### src/rtl/if_fetch.sv
// Instruction-fetch stage feeding the IF/ID pipeline register.
// Keeps one request/acknowledge transaction to instruction memory in flight
// and presents the returned word with its PC. It supports variable memory
// latency, a one-entry skid for downstream stalls, delay-slot branch
// redirects, exception flushes that kill an in-flight request, and a
// watchdog that re-presents a request which is never acknowledged.
module if_fetch #(
    parameter logic [31:0] RESET_PC = 32'h0000_0000,
    parameter int unsigned TIMEOUT  = 16
) (
    input  logic        clk_i,
    input  logic        rst_i,
    input  logic        stall_i,
    input  logic        branch_flag_i,
    input  logic [31:0] branch_target_i,
    input  logic        flush_i,
    input  logic [31:0] flush_pc_i,
    output logic        imem_ce_o,
    output logic [31:0] imem_addr_o,
    input  logic        imem_ack_i,
    input  logic [31:0] imem_rdata_i,
    output logic [31:0] if_pc_o,
    output logic [31:0] if_inst_o,
    output logic        if_valid_o,
    output logic        misalign_exc_o,
    output logic        fetch_err_o
);

    // Fetch sequencer states
    localparam logic [1:0] IDLE = 2'd0;  // first cycle after reset, nothing in flight
    localparam logic [1:0] WAIT = 2'd1;  // request outstanding, response will be used
    localparam logic [1:0] FULL = 2'd2;  // response parked in skid, waiting for stall release
    localparam logic [1:0] DROP = 2'd3;  // killed request outstanding, response will be discarded

    // Watchdog counter is sized to hold TIMEOUT; a zero TIMEOUT disables it
    localparam int CW = (TIMEOUT > 1) ? $clog2(TIMEOUT + 1) : 1;
    localparam logic [CW-1:0] CNT_LAST = CW'(TIMEOUT - 1);
    localparam logic [CW-1:0] CNT_ONE  = CW'(1);

    logic [1:0]    state_q,     state_d;
    logic          ce_q,        ce_d;
    logic [31:0]   addr_q,      addr_d;
    logic [31:0]   pc_q,        pc_d;
    logic [31:0]   inst_q,      inst_d;
    logic          valid_q,     valid_d;
    logic          misalign_q,  misalign_d;
    logic          err_q,       err_d;
    logic          redir_v_q,   redir_v_d;
    logic [31:0]   redir_pc_q,  redir_pc_d;
    logic [31:0]   skid_pc_q,   skid_pc_d;
    logic [31:0]   skid_inst_q, skid_inst_d;
    logic [31:0]   drop_pc_q,   drop_pc_d;
    logic [CW-1:0] cnt_q,       cnt_d;

    logic          outstanding;
    logic          branch_ok;
    logic          branch_bad;
    logic          timeout_hit;
    logic          issue;
    logic [31:0]   seq_addr;
    logic [31:0]   issue_addr;

    // Classify the branch strobe and work out where the next request should go
    always_comb begin
        outstanding = (state_q == WAIT) || (state_q == DROP);
        branch_ok   = branch_flag_i && (branch_target_i[1:0] == 2'b00);
        branch_bad  = branch_flag_i && (branch_target_i[1:0] != 2'b00);
        timeout_hit = (TIMEOUT != 0) && outstanding && !imem_ack_i && (cnt_q == CNT_LAST);
        if (state_q == IDLE) begin
            seq_addr = RESET_PC;
        end else if (redir_v_q) begin
            seq_addr = redir_pc_q;
        end else begin
            seq_addr = addr_q + 32'd4;
        end
        issue_addr = branch_ok ? branch_target_i : seq_addr;
    end

    // Next-state logic: flush dominates, then the per-state request/response handling,
    // then branch bookkeeping and issuing of the following request
    always_comb begin
        state_d     = state_q;
        ce_d        = ce_q;
        addr_d      = addr_q;
        pc_d        = pc_q;
        inst_d      = inst_q;
        valid_d     = valid_q;
        misalign_d  = 1'b0;
        err_d       = timeout_hit;
        redir_v_d   = redir_v_q;
        redir_pc_d  = redir_pc_q;
        skid_pc_d   = skid_pc_q;
        skid_inst_d = skid_inst_q;
        drop_pc_d   = drop_pc_q;
        issue       = 1'b0;

        if (outstanding && !imem_ack_i) begin
            cnt_d = timeout_hit ? '0 : cnt_q + CNT_ONE;
        end else begin
            cnt_d = '0;
        end

        if (flush_i) begin
            redir_v_d   = 1'b0;
            skid_pc_d   = 32'd0;
            skid_inst_d = 32'd0;
            valid_d     = 1'b0;
            inst_d      = 32'd0;
            if (!outstanding || imem_ack_i) begin
                ce_d    = 1'b1;
                addr_d  = flush_pc_i;
                state_d = WAIT;
                cnt_d   = '0;
            end else begin
                drop_pc_d = flush_pc_i;
                state_d   = DROP;
            end
        end else begin
            case (state_q)
                IDLE: begin
                    issue = 1'b1;
                end
                WAIT: begin
                    if (imem_ack_i) begin
                        if (!stall_i) begin
                            pc_d    = addr_q;
                            inst_d  = imem_rdata_i;
                            valid_d = 1'b1;
                            issue   = 1'b1;
                        end else begin
                            skid_pc_d   = addr_q;
                            skid_inst_d = imem_rdata_i;
                            ce_d        = 1'b0;
                            state_d     = FULL;
                        end
                    end else if (!stall_i) begin
                        valid_d = 1'b0;
                        inst_d  = 32'd0;
                    end
                end
                FULL: begin
                    if (!stall_i) begin
                        pc_d    = skid_pc_q;
                        inst_d  = skid_inst_q;
                        valid_d = 1'b1;
                        issue   = 1'b1;
                    end
                end
                default: begin
                    if (imem_ack_i) begin
                        ce_d    = 1'b1;
                        addr_d  = drop_pc_q;
                        state_d = WAIT;
                    end
                end
            endcase

            if (state_q != DROP) begin
                misalign_d = branch_bad;
                if (branch_ok && !issue) begin
                    redir_v_d  = 1'b1;
                    redir_pc_d = branch_target_i;
                end
            end

            if (issue) begin
                ce_d      = 1'b1;
                addr_d    = issue_addr;
                state_d   = WAIT;
                redir_v_d = 1'b0;
            end
        end
    end

    // State and output registers with synchronous reset
    always_ff @(posedge clk_i) begin
        if (rst_i) begin
            state_q     <= IDLE;
            ce_q        <= 1'b0;
            addr_q      <= RESET_PC;
            pc_q        <= 32'd0;
            inst_q      <= 32'd0;
            valid_q     <= 1'b0;
            misalign_q  <= 1'b0;
            err_q       <= 1'b0;
            redir_v_q   <= 1'b0;
            redir_pc_q  <= 32'd0;
            skid_pc_q   <= 32'd0;
            skid_inst_q <= 32'd0;
            drop_pc_q   <= 32'd0;
            cnt_q       <= '0;
        end else begin
            state_q     <= state_d;
            ce_q        <= ce_d;
            addr_q      <= addr_d;
            pc_q        <= pc_d;
            inst_q      <= inst_d;
            valid_q     <= valid_d;
            misalign_q  <= misalign_d;
            err_q       <= err_d;
            redir_v_q   <= redir_v_d;
            redir_pc_q  <= redir_pc_d;
            skid_pc_q   <= skid_pc_d;
            skid_inst_q <= skid_inst_d;
            drop_pc_q   <= drop_pc_d;
            cnt_q       <= cnt_d;
        end
    end

    assign imem_ce_o      = ce_q;
    assign imem_addr_o    = addr_q;
    assign if_pc_o        = pc_q;
    assign if_inst_o      = inst_q;
    assign if_valid_o     = valid_q;
    assign misalign_exc_o = misalign_q;
    assign fetch_err_o    = err_q;

endmodule

### config.mk
export PLATFORM = sky130hd
export DESIGN_NAME = if_fetch
export DESIGN_NICKNAME = d
export VERILOG_FILES = /design/src/rtl/if_fetch.sv
export SDC_FILE = /design/constraint.sdc
export NUM_CORES = 1
export LEC_CHECK = 0
export BUFFER_PORTS_ARGS = -buffer_cell sky130_fd_sc_hd__buf_2
export CORE_MARGIN = 2
export CORE_UTILIZATION = 56
export CTS_CLUSTER_DIAMETER = 40
export CTS_CLUSTER_SIZE = 30
export DETAILED_ROUTE_END_ITERATION = 6
export PLACE_DENSITY = 0.79
export SYNTH_ARGS = -nofsm -noshare
export SYNTH_HDL_FRONTEND = slang
export SYNTH_SLANG_ARGS = --single-unit
### constraint.sdc
create_clock -name clk_i -period 2.7 [get_ports clk_i]
set_input_delay 0.27 -clock clk_i [delete_from_list [all_inputs] [get_ports clk_i]]
set_output_delay 0.27 -clock clk_i [all_outputs]
set_load 0.01 [all_outputs]
# Word-level counts from Yosys, hierarchy flattened
# Index checks and enable logic that the tools add are counted.
# Widths: inputs -> output; s select.
op_classes:
  add_sub_neg: 2
  n_mux: 43
  n_eq_ne: 13
  bitwise: 3
  reduce_logical: 30
op_table:
  columns: ["cell", "count"]
  rows:
  - ["$mux 32", 15]
  - ["$pmux 32 s2", 2]
  - ["$add 32x3->32 const B", 1]
  - ["$mux 5", 4]
  - ["$reduce_and 3->1", 5]
  - ["$mux 1", 12]
  - ["$mux 2", 6]
  - ["$reduce_or 3->1", 3]
  - ["$ne 2x2->1 const B", 4]
  - ["$ne 3x1->1 const B", 2]
  - ["$reduce_and 2->1", 3]
  - ["$add 5x1->5 const B", 1]
  - ["$eq 5x4->1 const B", 1]
  - ["$logic_and 1x1->1", 5]
  - ["$reduce_and 5->1", 1]
  - ["$eq 2x2->1 const B", 2]
  - ["$logic_not 2->1", 2]
  - ["$ne 4x3->1 const B", 1]
  - ["$pmux 1 s2", 2]
  - ["$pmux 2 s2", 1]
  - ["$reduce_and 4->1", 1]
  - ["$reduce_bool 2->1", 2]
  - ["$reduce_or 2->1", 2]
  - ["$logic_not 1->1", 3]
  - ["other kinds (7)", 10]
totals:
  wordCells: 105
  input_bits: 102
  output_inout_bits: 100
  regBits: 236

# Logic depth before layout (Yosys ltp)
logic_depth:
  ltp_word: 8
  mapped_depth: 10
  mapped_depth_nobuf: 7

# Least setup slack after synthesis
# No wires, ideal clock.
synth_timing:
  kind: "reg-to-reg"
  startpoint: "register state_q[0]"
  endpoint: "register addr_q[26] (netlist: imem_addr_o[26])"
  period_less_slack_ns: 2.202
  arrival_time_ns: 2.085
  setup_ns: 0.117
  path_buffers: 2
  required_ns: 2.583
  slack_ns: 0.498
  path_stages_with_launch: 10
  cell_sequence: "dfxtp_1 inv_1 ha_1 buf_2 a211o_1 nand3_1 clkbuf_1 a2bb2oi_1 a31o_2 a32o_1"
synth_between:
  elab_chain_len: 6
synth_lines:
  columns: ["item", "line", "rtl"]
  rows:
  - ["start: declaration", "40", "logic [1:0] state_q, state_d;"]
  - ["start signal: assignment", "193", "state_q <= state_d;"]
  - ["parallel branches: the longest is 6 deep, another holds $pmux 1 s3", null, null]
  - ["end signal: assignment", "195", "addr_q <= addr_d;"]
  - ["end: declaration", "42", "logic [31:0] addr_q, addr_d;"]
# Parallel ways; which one is timed is not known. The select of a mux whose other input is x is not followed.
# A chain may end at the register's enable or synchronous reset.

# Worst setup path after layout
layout_timing:
  startpoint: "register state_q[0]"
  endpoint: "register addr_q[15] (netlist: imem_addr_o[15])"
# The elaborated chain is that of the path after synthesis.

==> results.txt <==
The share of final-layout standard cells stronger than drive strength 1 was 22.24%. Of all flip-flops after synthesis, the portion carrying an async set or reset was 0%. The clock reaches the later pin of the worst-skew pair after 0.50 ns.

Number of top-level pins: 202. The height of the die is 144.1 um, and the share of synthesized area occupied by flip-flops and latches is 43.00%. Walking the worst path, the cells encountered are inv_1 > ha_1 > buf_4 > or3_1 > or4_1 > a211oi_1 > a221o_1. Entering global routing, the biggest net connects 99 pins.

The tools report the final antenna diode count as 0. The share of the synthesized area in the top cell type was 43.00%; the deepest level of the CTS H-tree was 2. The clock passes through at most 3 buffers. The flop-to-flop setup slack is 0.19 ns. In the final timing run, aggregate negative setup slack is 0 ns.

In this design, the stage delay of the slowest critical-path cell is 0.56 ns. In this run the tightest slew margin relative to its limit is 20.83%. Yosys attributes the largest share of cell area to sky130_fd_sc_hd__dfxtp_1 (43%), sky130_fd_sc_hd__nand2_1 (9.0%), sky130_fd_sc_hd__a21oi_1 (6.8%). The required time at the endpoint of the critical path came out at 3.15 ns. For the pin with the worst max-slew slack, the measured transition is 1.187 ns. The switching power as a share of total power is 30.79%, and the detailed-route wire length per cell is 17.95 um. The logs give 11051 for the via total after detailed routing and 1055 for the first-iteration detailed-routing DRC count. In the routed layout, each cell is associated on average with a via count of 5.967.

The instance count of the mapped netlist is 1381. Based on the critical path, the design can be clocked at up to 0.3979 GHz. After floorplanning, the core was divided into 51 placement rows. The internal portion of the total power is 0.007760 W. The via count of the first global-routing pass is 10123, and the number of enable flip-flop cells after synthesis is 0.

The tools report the core box area as 0.01933 mm^2. The worst setup path is captured at a flip-flop. The number of hold violations in the final report was 0.

Of all cell types, the one taking the most synthesized area is sky130_fd_sc_hd__dfxtp_1. The number of clock buffers added by TritonCTS is 34. The total half-perimeter wirelength after legalization and detailed placement came out at 22.46 mm.

Among all flip-flop cells after synthesis, the most frequent one is sky130_fd_sc_hd__dfxtp_1. For the number of antenna violations at the first check in global routing, the log shows 0. The run finished with clean final reports. At the worst endpoint, the arrival time is 2.96 ns. Summing all placed instances gives a cell area of 0.01244 mm^2. The analysis attributes to net switching a power of 0.003453 W. The category of the worst setup path launch point was a flip-flop.

The run gives 31.37% as the global-route usage over all layers. The die covers 0.02076 mm^2. Input and output buffers added on the ports amount to 201.

The analysis attributes to cell leakage a power of 5.325 nW. The number of synthesis warnings is 0. The critical path is of the reg -> reg type. The largest vdd supply drop was 0.4999 mV; the final instance area was 0.01367 mm^2. The first global-routing pass estimated 52.10 mm of wire. The combinational power share came out at 21.7%. TritonCTS built the clock tree. The logs give 5 for the first-pass iteration count of the detailed router and 36.4% for the sequential cell fraction of total power. The horizontal extent of the die works out to 144.1 um.

The detail route stage leaves a number of antenna-violating nets equal to 0. The distinct cell type count of the synthesized netlist was 74; the summed instance area of the synthesized netlist was 0.01099 mm^2. Setup violations remaining at the end of the flow were counted as 0.

The path category of the worst min-delay check is in -> reg. The number of nets handed over by synthesis was 1489. The synthesis-stage register bit count was 236; the synthesis-to-layout area growth was 24.44%. For the starting density of the core, the log shows 56.83%. The maximum fanout along the worst path works out to 10. The total overflow left after global routing is 0. After clock tree synthesis, the clock-pin slew on the worst setup and hold paths is 0.06 ns. The tree built by TritonCTS fans out to 236 sinks. In the layout the commonest cells are sky130_fd_sc_hd__nand2_1 (262), sky130_fd_sc_hd__dfxtp_1 (236), sky130_fd_sc_hd__buf_2 (200). Routability-driven placement finished with a final weighted congestion of 0.9178. CTS placed an instance of sky130_fd_sc_hd__clkbuf_16 at the clock tree root. Of the available clock period, the critical path in the final layout requires 93.08%.

The run gives 0 as the number of max-slew violations in the final report. Power density over the cells: 820.1 mW/mm^2. Max-cap violations in this run came to 0. The commonest non-fill, non-tap cell in the layout was sky130_fd_sc_hd__nand2_1.

The run gives 42.0% as the portion of total power attributed to the clock network. The post-route DRC violation count was 0; the final critical delay including setup and external delays was 2.513 ns. The mean post-synth cell area works out to 7.957 um^2. For this block, the routed nets add up to 33.25 mm of wire. Number of nets in the layout: 1671. Clock skew on the completed layout was measured at 0.01204 ns. Setup repair after global routing left no endpoint under its margin.

For this design, the slowest cell found on the critical path is sky130_fd_sc_hd__or4_1.
sequential cells by signal, indices dropped and copies added (netlist names):
name	count
fetch_err_o	1
if_valid_o	1
cnt_q	5
state_q	2
misalign_exc_o	1
if_inst_o	32
drop_pc_q	32
redir_pc_q	32
imem_addr_o	32
skid_inst_q	32
skid_pc_q	32
imem_ce_o	1
if_pc_o	32
redir_v_q	1
cell usage after synthesis (all sizes together), types with 7 or more instances:
master and count:
or3 11, inv 8, nand4 13, a2bb2oi 11, o31ai 9, a32o 7
dfxtp 236, clkbuf 86, a21oi 150, buf 34, a211oi 82, nor2 172
nand2b 11, o211ai 13, mux2i 65, o21ai 27, and2 7, nor3 17
and3 20, nand3 32, nand2 262
what timing repair did:
| action | in CTS | in global routing |
|---|---|---|
| gates resized for setup | 1 | 1 |
| endpoints found under the setup margin | 2 | 1 |
| gates cloned | 0 | 0 |
| hold buffers | 0 | 0 |
| buffers inserted | 0 | 0 |
final cells by class:
class / instances / area [um^2]
multi-input combinational: 1017 / 5789
fill: 1561 / 5662
sequential: 236 / 4725
timing repair buffer: 266 / 1572
clock buffer: 40 / 957.2
tap: 265 / 331.6
clock inverter: 20 / 269.0
inverter: 8 / 30.03
power by group through the flow:
stage | Clock (W) | Sequential, W | Combinational [W]
CTS | 0.00474 | 0.00407 | 0.00240
global placement | 0 | 0.00413 | 0.00234
detailed placement | 0 | 0.00414 | 0.00238
global route | 0.00491 | 0.00411 | 0.00265
floorplan | 0 | 0.00415 | 0.00138
finish | 0.00471 | 0.00408 | 0.00243
kinds of logic (layout without fill, tap and decap cells):
kind of cell / count (synthesis) / count (layout) / share of synthesized area [%]
AND/OR/NAND/NOR: 578 / 578 / 23.29
AO/OA/AOI/OAI: 359 / 359 / 21.74
flip-flops: 236 / 236 / 43.00
buffers and inverters: 128 / 334 / 4.657
multiplexers: 65 / 65 / 5.921
XOR/XNOR: 9 / 9 / 0.7174
adder cells (fa/ha/maj): 6 / 6 / 0.6832
metal layers:
metal  up-vias  share of wire, %  global-route usage [%]
met5         -                 0                       0
met4         0               3.7                   12.28
met3        99               9.7                   6.821
met2       560                46                   49.62
met1      5147                41                   41.96
li1       5245                 -                       -
final timing paths:
kind | start | to | depth (start not counted)
worst max-delay path | state_q[0] | imem_addr_o[15] | 7
worst min-delay path | flush_pc_i[29] | drop_pc_q[29] | 3
worst max register to register | state_q[0] | imem_addr_o[15] | 7
worst min register to register | cnt_q[4] | fetch_err_o | 1
worst max-delay path, delay by kind of cell, from the launching register on:
family / cells / cell delay (ns)
AO/OA/AOI/OAI: 2 / 0.37
adder cells (fa/ha/maj): 1 / 0.30
buffers and inverters: 2 / 0.32
flip-flops: 1 / 0.39
AND/OR/NAND/NOR: 2 / 1.08
stage by stage:
step / worst slack, ns / hold WS [ns] / total power (W) / instances / util (%)
6_report: 0.1869 / 0.01350 / 0.01121 / 1852 / 70.72
5_1_grt: 0.03475 / 0.01099 / 0.01167 / 1852 / 70.72
4_1_cts: 0.1193 / 0.006939 / 0.01121 / 1852 / 70.70
3_5_place_dp: 0.01611 / 0.4317 / 0.006512 / 1792 / 64.35
3_3_place_gp: 0.1473 / 0.4198 / 0.006471 / 1792 / 64.35
2_1_floorplan: 0.4980 / 0.4060 / 0.005534 / 1381 / -
(Power assumes the default switching activity.)
